`config.mk`:
```
export PLATFORM = sky130hd
export DESIGN_NAME = stack_queue
export DESIGN_NICKNAME = d
export VERILOG_FILES = /design/src/rtl/stack_queue.sv
export SDC_FILE = /design/constraint.sdc
export NUM_CORES = 1
export LEC_CHECK = 0
export CORE_UTILIZATION = 57
export DETAILED_ROUTE_END_ITERATION = 8
export GPL_ROUTABILITY_DRIVEN = 0
export PLACE_DENSITY = 0.82
export SLEW_MARGIN = 5
export SYNTH_ARGS = -nofsm -noshare
export SYNTH_HDL_FRONTEND = slang
export SYNTH_SLANG_ARGS = --single-unit
```
`constraint.sdc`:
```
create_clock -name clk -period 3.19 [get_ports clk]
set_input_delay 0.7975 -clock clk [delete_from_list [all_inputs] [get_ports clk]]
set_output_delay 0.7975 -clock clk [all_outputs]
set_load 0.005 [all_outputs]
```
`src/rtl/stack_queue.sv`:
```
// stack_queue: DEPTH-entry storage that acts as a LIFO stack or a FIFO queue.
// The ordering (mode) is latched into mode_q only while the store is empty,
// so the ordering never changes with data present.
//
// Ports:
//   clk          rising-edge clock
//   reset        synchronous, active-high reset
//   user_push    push request (one operation per high cycle)
//   user_pop     pop request (one operation per high cycle)
//   mode         requested ordering: 0 = LIFO, 1 = FIFO
//   bus_in       push data
//   bus_out      registered popped data, held until the next successful pop
//   ready        one-cycle pulse: bus_out holds a newly popped word
//   overflow     one-cycle pulse: push rejected (full, no pop)
//   underflow    one-cycle pulse: pop rejected (empty)
//   full, empty, almost_full   occupancy flags from the registered count
//   count        current occupancy, 0..DEPTH
//   mode_q       ordering currently in effect
module stack_queue #(
  parameter int DEPTH       = 8,
  parameter int WIDTH       = 6,
  parameter int ALMOST_FULL = DEPTH - 2
) (
  input  logic                   clk,
  input  logic                   reset,
  input  logic                   user_push,
  input  logic                   user_pop,
  input  logic                   mode,
  input  logic [WIDTH-1:0]       bus_in,
  output logic [WIDTH-1:0]       bus_out,
  output logic                   ready,
  output logic                   overflow,
  output logic                   underflow,
  output logic                   full,
  output logic                   empty,
  output logic                   almost_full,
  output logic [$clog2(DEPTH):0] count,
  output logic                   mode_q
);

  localparam int AW = $clog2(DEPTH);
  localparam int CW = AW + 1;

  typedef enum logic {
    LIFO = 1'b0,
    FIFO = 1'b1
  } order_t;

  order_t           order;
  logic [WIDTH-1:0] mem [DEPTH];
  logic [AW-1:0]    rd_ptr;
  logic [AW-1:0]    wr_ptr;
  logic [AW-1:0]    top_idx;
  logic [AW-1:0]    rd_idx;
  logic [AW-1:0]    wr_idx;
  logic             do_push;
  logic             do_pop;

  assign full        = (count == CW'(DEPTH));
  assign empty       = (count == '0);
  assign almost_full = (count >= CW'(ALMOST_FULL));
  assign mode_q      = order;

  // LIFO entries live at mem[0..count-1]; count itself is the top pointer.
  // A push while full is still accepted when a pop frees a slot on the same
  // edge (LIFO replaces the top, FIFO reads before it overwrites).
  always_comb begin
    top_idx = AW'(count - CW'(1));
    do_pop  = user_pop && !empty;
    do_push = user_push && (!full || do_pop);
    if (order == FIFO) begin
      rd_idx = rd_ptr;
      wr_idx = wr_ptr;
    end else begin
      rd_idx = top_idx;
      wr_idx = do_pop ? top_idx : count[AW-1:0];
    end
  end

  always_ff @(posedge clk) begin
    if (!reset && do_push) begin
      mem[wr_idx] <= bus_in;
    end
  end

  always_ff @(posedge clk) begin
    if (reset) begin
      count     <= '0;
      rd_ptr    <= '0;
      wr_ptr    <= '0;
      bus_out   <= '0;
      ready     <= 1'b0;
      overflow  <= 1'b0;
      underflow <= 1'b0;
      order     <= LIFO;
    end else begin
      ready     <= do_pop;
      overflow  <= user_push && !do_push;
      underflow <= user_pop && empty;
      if (do_pop) begin
        bus_out <= mem[rd_idx];
      end
      if (order == FIFO) begin
        if (do_push) wr_ptr <= wr_ptr + AW'(1);
        if (do_pop)  rd_ptr <= rd_ptr + AW'(1);
      end
      case ({do_push, do_pop})
        2'b10:   count <= count + CW'(1);
        2'b01:   count <= count - CW'(1);
        default: count <= count;
      endcase
      if (empty && !user_push) begin
        order <= order_t'(mode);
      end
    end
  end

endmodule

```
==> tab_implementation.tex <==
\begin{tabular}{lr}
\hline
Metric & Value \\
\hline
\multicolumn{2}{l}{\textbf{Yosys}} \\
\quad Post-synthesis register bit count & 68 \\
\quad Mean Syn Cell Area & 11.2 um2 \\
\quad Number of warning messages in the yosys log & 0 \\
\quad Post-synthesis net count & 305 \\
\quad Sequential share of the synthesized area & 56.8\% \\
\quad Share of async-settable or async-resettable flops after synthesis & 0\% \\
\quad Total standard cell area after synthesis & 3240 um2 \\
\quad Primary FF master, synth & sky130\_fd\_sc\_hd\_\_edfxtp\_1 \\
\quad Number of synthesized flops with an enable pin & 48 \\
\quad Post-Synthesis Cells & 289 \\
\quad Unique cell type count in the Yosys netlist & 46 \\
\multicolumn{2}{l}{\textbf{Detailed routing}} \\
\quad Residual DRC count & 0 \\
\quad Antenna-violating nets left & 0 \\
\quad Drt via density & 5.93 \\
\quad Detailed router's first-iteration violation count & 151 \\
\quad First-pass detailed-route iteration total & 5 \\
\quad Detailed-route via count & 2389 \\
\quad Avg WL per Cell & 18.2 um \\
\quad Total Wirelength & 7320 um \\
\multicolumn{2}{l}{\textbf{Timing}} \\
\quad Number of failing setup endpoints in the final timing report & 0 \\
\quad Transition time of the tightest slew-check pin & 0.859 ns \\
\quad Max transition margin & 42.1\% \\
\quad Timing-limited maximum frequency & 342 MHz \\
\quad Final Critical Period & 2.93 ns \\
\quad Final Hold Slack & 0.463 ns \\
\quad Final slew viol count & 0 \\
\quad Layout Skew & 0.00959 ns \\
\quad Hold Violations, Final & 0 \\
\quad Setup Total Neg Slack & 0 ns \\
\quad Tcrit/Tclk final & 91.7\% \\
\quad Unrepaired setup endpoints after global routing & no \\
\multicolumn{2}{l}{\textbf{Placed design}} \\
\quad DP HPWL & 5270 um \\
\quad Number of buffers added on ports & 27 \\
\quad Placed Cells incl. Taps & 387 \\
\multicolumn{2}{l}{\textbf{Clock tree}} \\
\quad Count of hold buffers inserted by post-cts repair & 0 \\
\quad Latest clock arrival within the worst-skew pair & 0.34 ns \\
\quad Number of buffers between clock root and the deepest sink & 2 \\
\quad Buffer count from post-CTS setup fixing & 0 \\
\quad Clock edge transition at the registers on the reported setup and hold paths & 0.07 ns \\
\quad TritonCTS clock tree & done \\
\quad TritonCTS buffer count & 9 \\
\quad Clock Sinks & 68 \\
\quad Cell at the root of the clock tree & sky130\_fd\_sc\_hd\_\_clkbuf\_8 \\
\quad Post-CTS sizing & 0 \\
\quad Level count of the clock H-tree & 3 \\
\multicolumn{2}{l}{\textbf{Floorplan}} \\
\quad Std-Cell Rows & 27 \\
\quad Effective utilization at floorplan & 58.9\% \\
\quad DIE WIDTH & 77.4 um \\
\quad Die Outline Area & 6000 um2 \\
\quad Number of top-level pins & 28 \\
\quad Die height & 77.4 um \\
\quad Placeable core region & 5510 um2 \\
\multicolumn{2}{l}{\textbf{Cells and area}} \\
\quad Proportion of layout cells with a drive suffix above 1 & 12.7\% \\
\quad Top library cells by usage in the layout, fill and taps aside & 48 x sky130\_fd\_sc\_hd\_\_edfxtp\_1, 35 x sky130\_fd\_sc\_hd\_\_nor2\_1, 31 x sky130\_fd\_sc\_hd\_\_nand2\_1 \\
\quad Antenna Diode Count & 0 \\
\quad Leading cell type in the layout, fill and taps excluded & sky130\_fd\_sc\_hd\_\_edfxtp\_1 \\
\quad Net count reported at finish & 342 \\
\quad Layout area overhead & 16.7\% \\
\quad Non-filler cells, final & 403 \\
\quad Number of filler instances in the final layout & 378 \\
\multicolumn{2}{l}{\textbf{Global routing}} \\
\quad First-pass GRT wire length & 11400 um \\
\quad GR Layer Usage met3 & 6.35\% \\
\quad Met2 Use GR & 42.7\% \\
\quad Global routing usage on met1 & 33.3\% \\
\quad Vias in the first global route & 2244 \\
\quad Remaining global-route overflow & 0 \\
\quad Busiest grt layer & met2 \\
\quad Global-route usage over all layers & 26.0\% \\
\quad Initial antenna violation count & 0 \\
\quad Largest net degree at the start of global routing & 19 \\
\multicolumn{2}{l}{\textbf{Power}} \\
\quad Leak & 0.00134 uW \\
\quad VDD IR-drop max & 0.000466 V \\
\quad Pwr/cell area & 854 nW/um2 \\
\multicolumn{2}{l}{\textbf{Setup path}} \\
\quad Arr. time, crit path & 2.13 ns \\
\quad Endpoint required time on the critical path & 2.39 ns \\
\quad Crit Path Category & reg -> out \\
\quad Critical Path Start Type & register \\
\quad Largest driver fanout on the critical path & 12 \\
\quad Sort of element at the end of the critical path & output pin \\
\multicolumn{2}{l}{\textbf{Run}} \\
\quad Count of maximum capacitance violations & 0 \\
\multicolumn{2}{l}{\textbf{Status}} \\
\quad Outcome & finished, final reports clean \\
\multicolumn{2}{l}{\textbf{Hold path}} \\
\quad Type of the tightest min-delay check & reg -> reg \\
\hline
\end{tabular}
[layer usage]
layer | share of wire (%) | up-vias | wire length, um
met4 | 2.2 | 0 | 159
met3 | 7.1 | 22 | 518
li1 | - | 1134 | -
met5 | 0 | - | 0
met2 | 49 | 116 | 3560
met1 | 42 | 1117 | 3080
[synth_stat cells, types with 7 or more instances]
master / count / area (um2)
sky130_fd_sc_hd__a21oi_1: 10 / 50.1
sky130_fd_sc_hd__dfxtp_1: 20 / 400
sky130_fd_sc_hd__edfxtp_1: 48 / 1440
sky130_fd_sc_hd__inv_1: 7 / 26.3
sky130_fd_sc_hd__nand3b_1: 8 / 60.1
sky130_fd_sc_hd__o21ai_0: 11 / 55.1
sky130_fd_sc_hd__nand2_1: 31 / 116
sky130_fd_sc_hd__mux2i_1: 8 / 80.1
sky130_fd_sc_hd__nor2_1: 35 / 131
sky130_fd_sc_hd__a32o_1: 7 / 70.1
sky130_fd_sc_hd__nor3_1: 9 / 45.0
[path summary, 6_finish.rpt]
check	from	to	slack, ns	cells past startpoint
worst max-delay path	count[1]$_SDFFE_PP0P_	empty	0.26	5
worst min-delay path	bus_out[2]$_SDFFE_PP0P_	bus_out[2]$_SDFFE_PP0P_	0.46	2
worst max register to register	count[1]$_SDFFE_PP0P_	mem[6][4]$_DFFE_PP_	0.53	8
worst min register to register	bus_out[2]$_SDFFE_PP0P_	bus_out[2]$_SDFFE_PP0P_	0.46	2
[cells by family after synthesis]
logic type / share of synthesized area [%]
DFF: 56.8
adders and majority gates: 1.93
AOI/OAI and AO/OA: 13.2
xor gates and xnor gates: 3.16
muxes: 2.82
and+or+nand+nor: 17.9
buffers and inverters: 4.24
[where the power goes]
part	internal, uW	total [uW]	switching [uW]
clock	322	631	308
sequential	1080	1180	103
combinational	631	1420	790
total	2030	3230	1200
[critical path, cell delays in order, from the launching register on]
cell	delay, ns
sky130_fd_sc_hd__dfxtp_1	0.45
sky130_fd_sc_hd__inv_1	0.11
sky130_fd_sc_hd__ha_1	0.17
sky130_fd_sc_hd__or3b_1	0.49
sky130_fd_sc_hd__inv_1	0.09
sky130_fd_sc_hd__clkdlybuf4s50_1	0.49
[cell type report]
class                   instances  area [um2]  area share (%)
clock inverters                 4        23.8           0.628
flip-flops and latches         68        1840            48.7
inverters                       7        26.3           0.694
clock buffers                  12         155            4.10
well taps                      72        90.1            2.38
repair buffers                 42         383            10.1
multi-input cells             198        1260            33.4
[state kept, by name, summed over array words and instances (netlist names)]
name,cells
wr_ptr,3
underflow,1
ready,1
bus_out,6
count,4
mem,48
overflow,1
mode_q,1
rd_ptr,3
[stage by stage]
stage | power, uW | setup WS, ns | util [%] | area (um2)
5_1_grt | 3400 | 0.163 | 68.7 | 3780
6_report | 3230 | 0.264 | 68.7 | 3780
4_1_cts | 3220 | 0.275 | 68.7 | 3780
3_5_place_dp | 2590 | 0.196 | 65.5 | 3610
3_3_place_gp | 2560 | 0.282 | 65.5 | 3610
2_1_floorplan | 2190 | 0.430 | - | 3240
(Power assumes the default switching activity.)
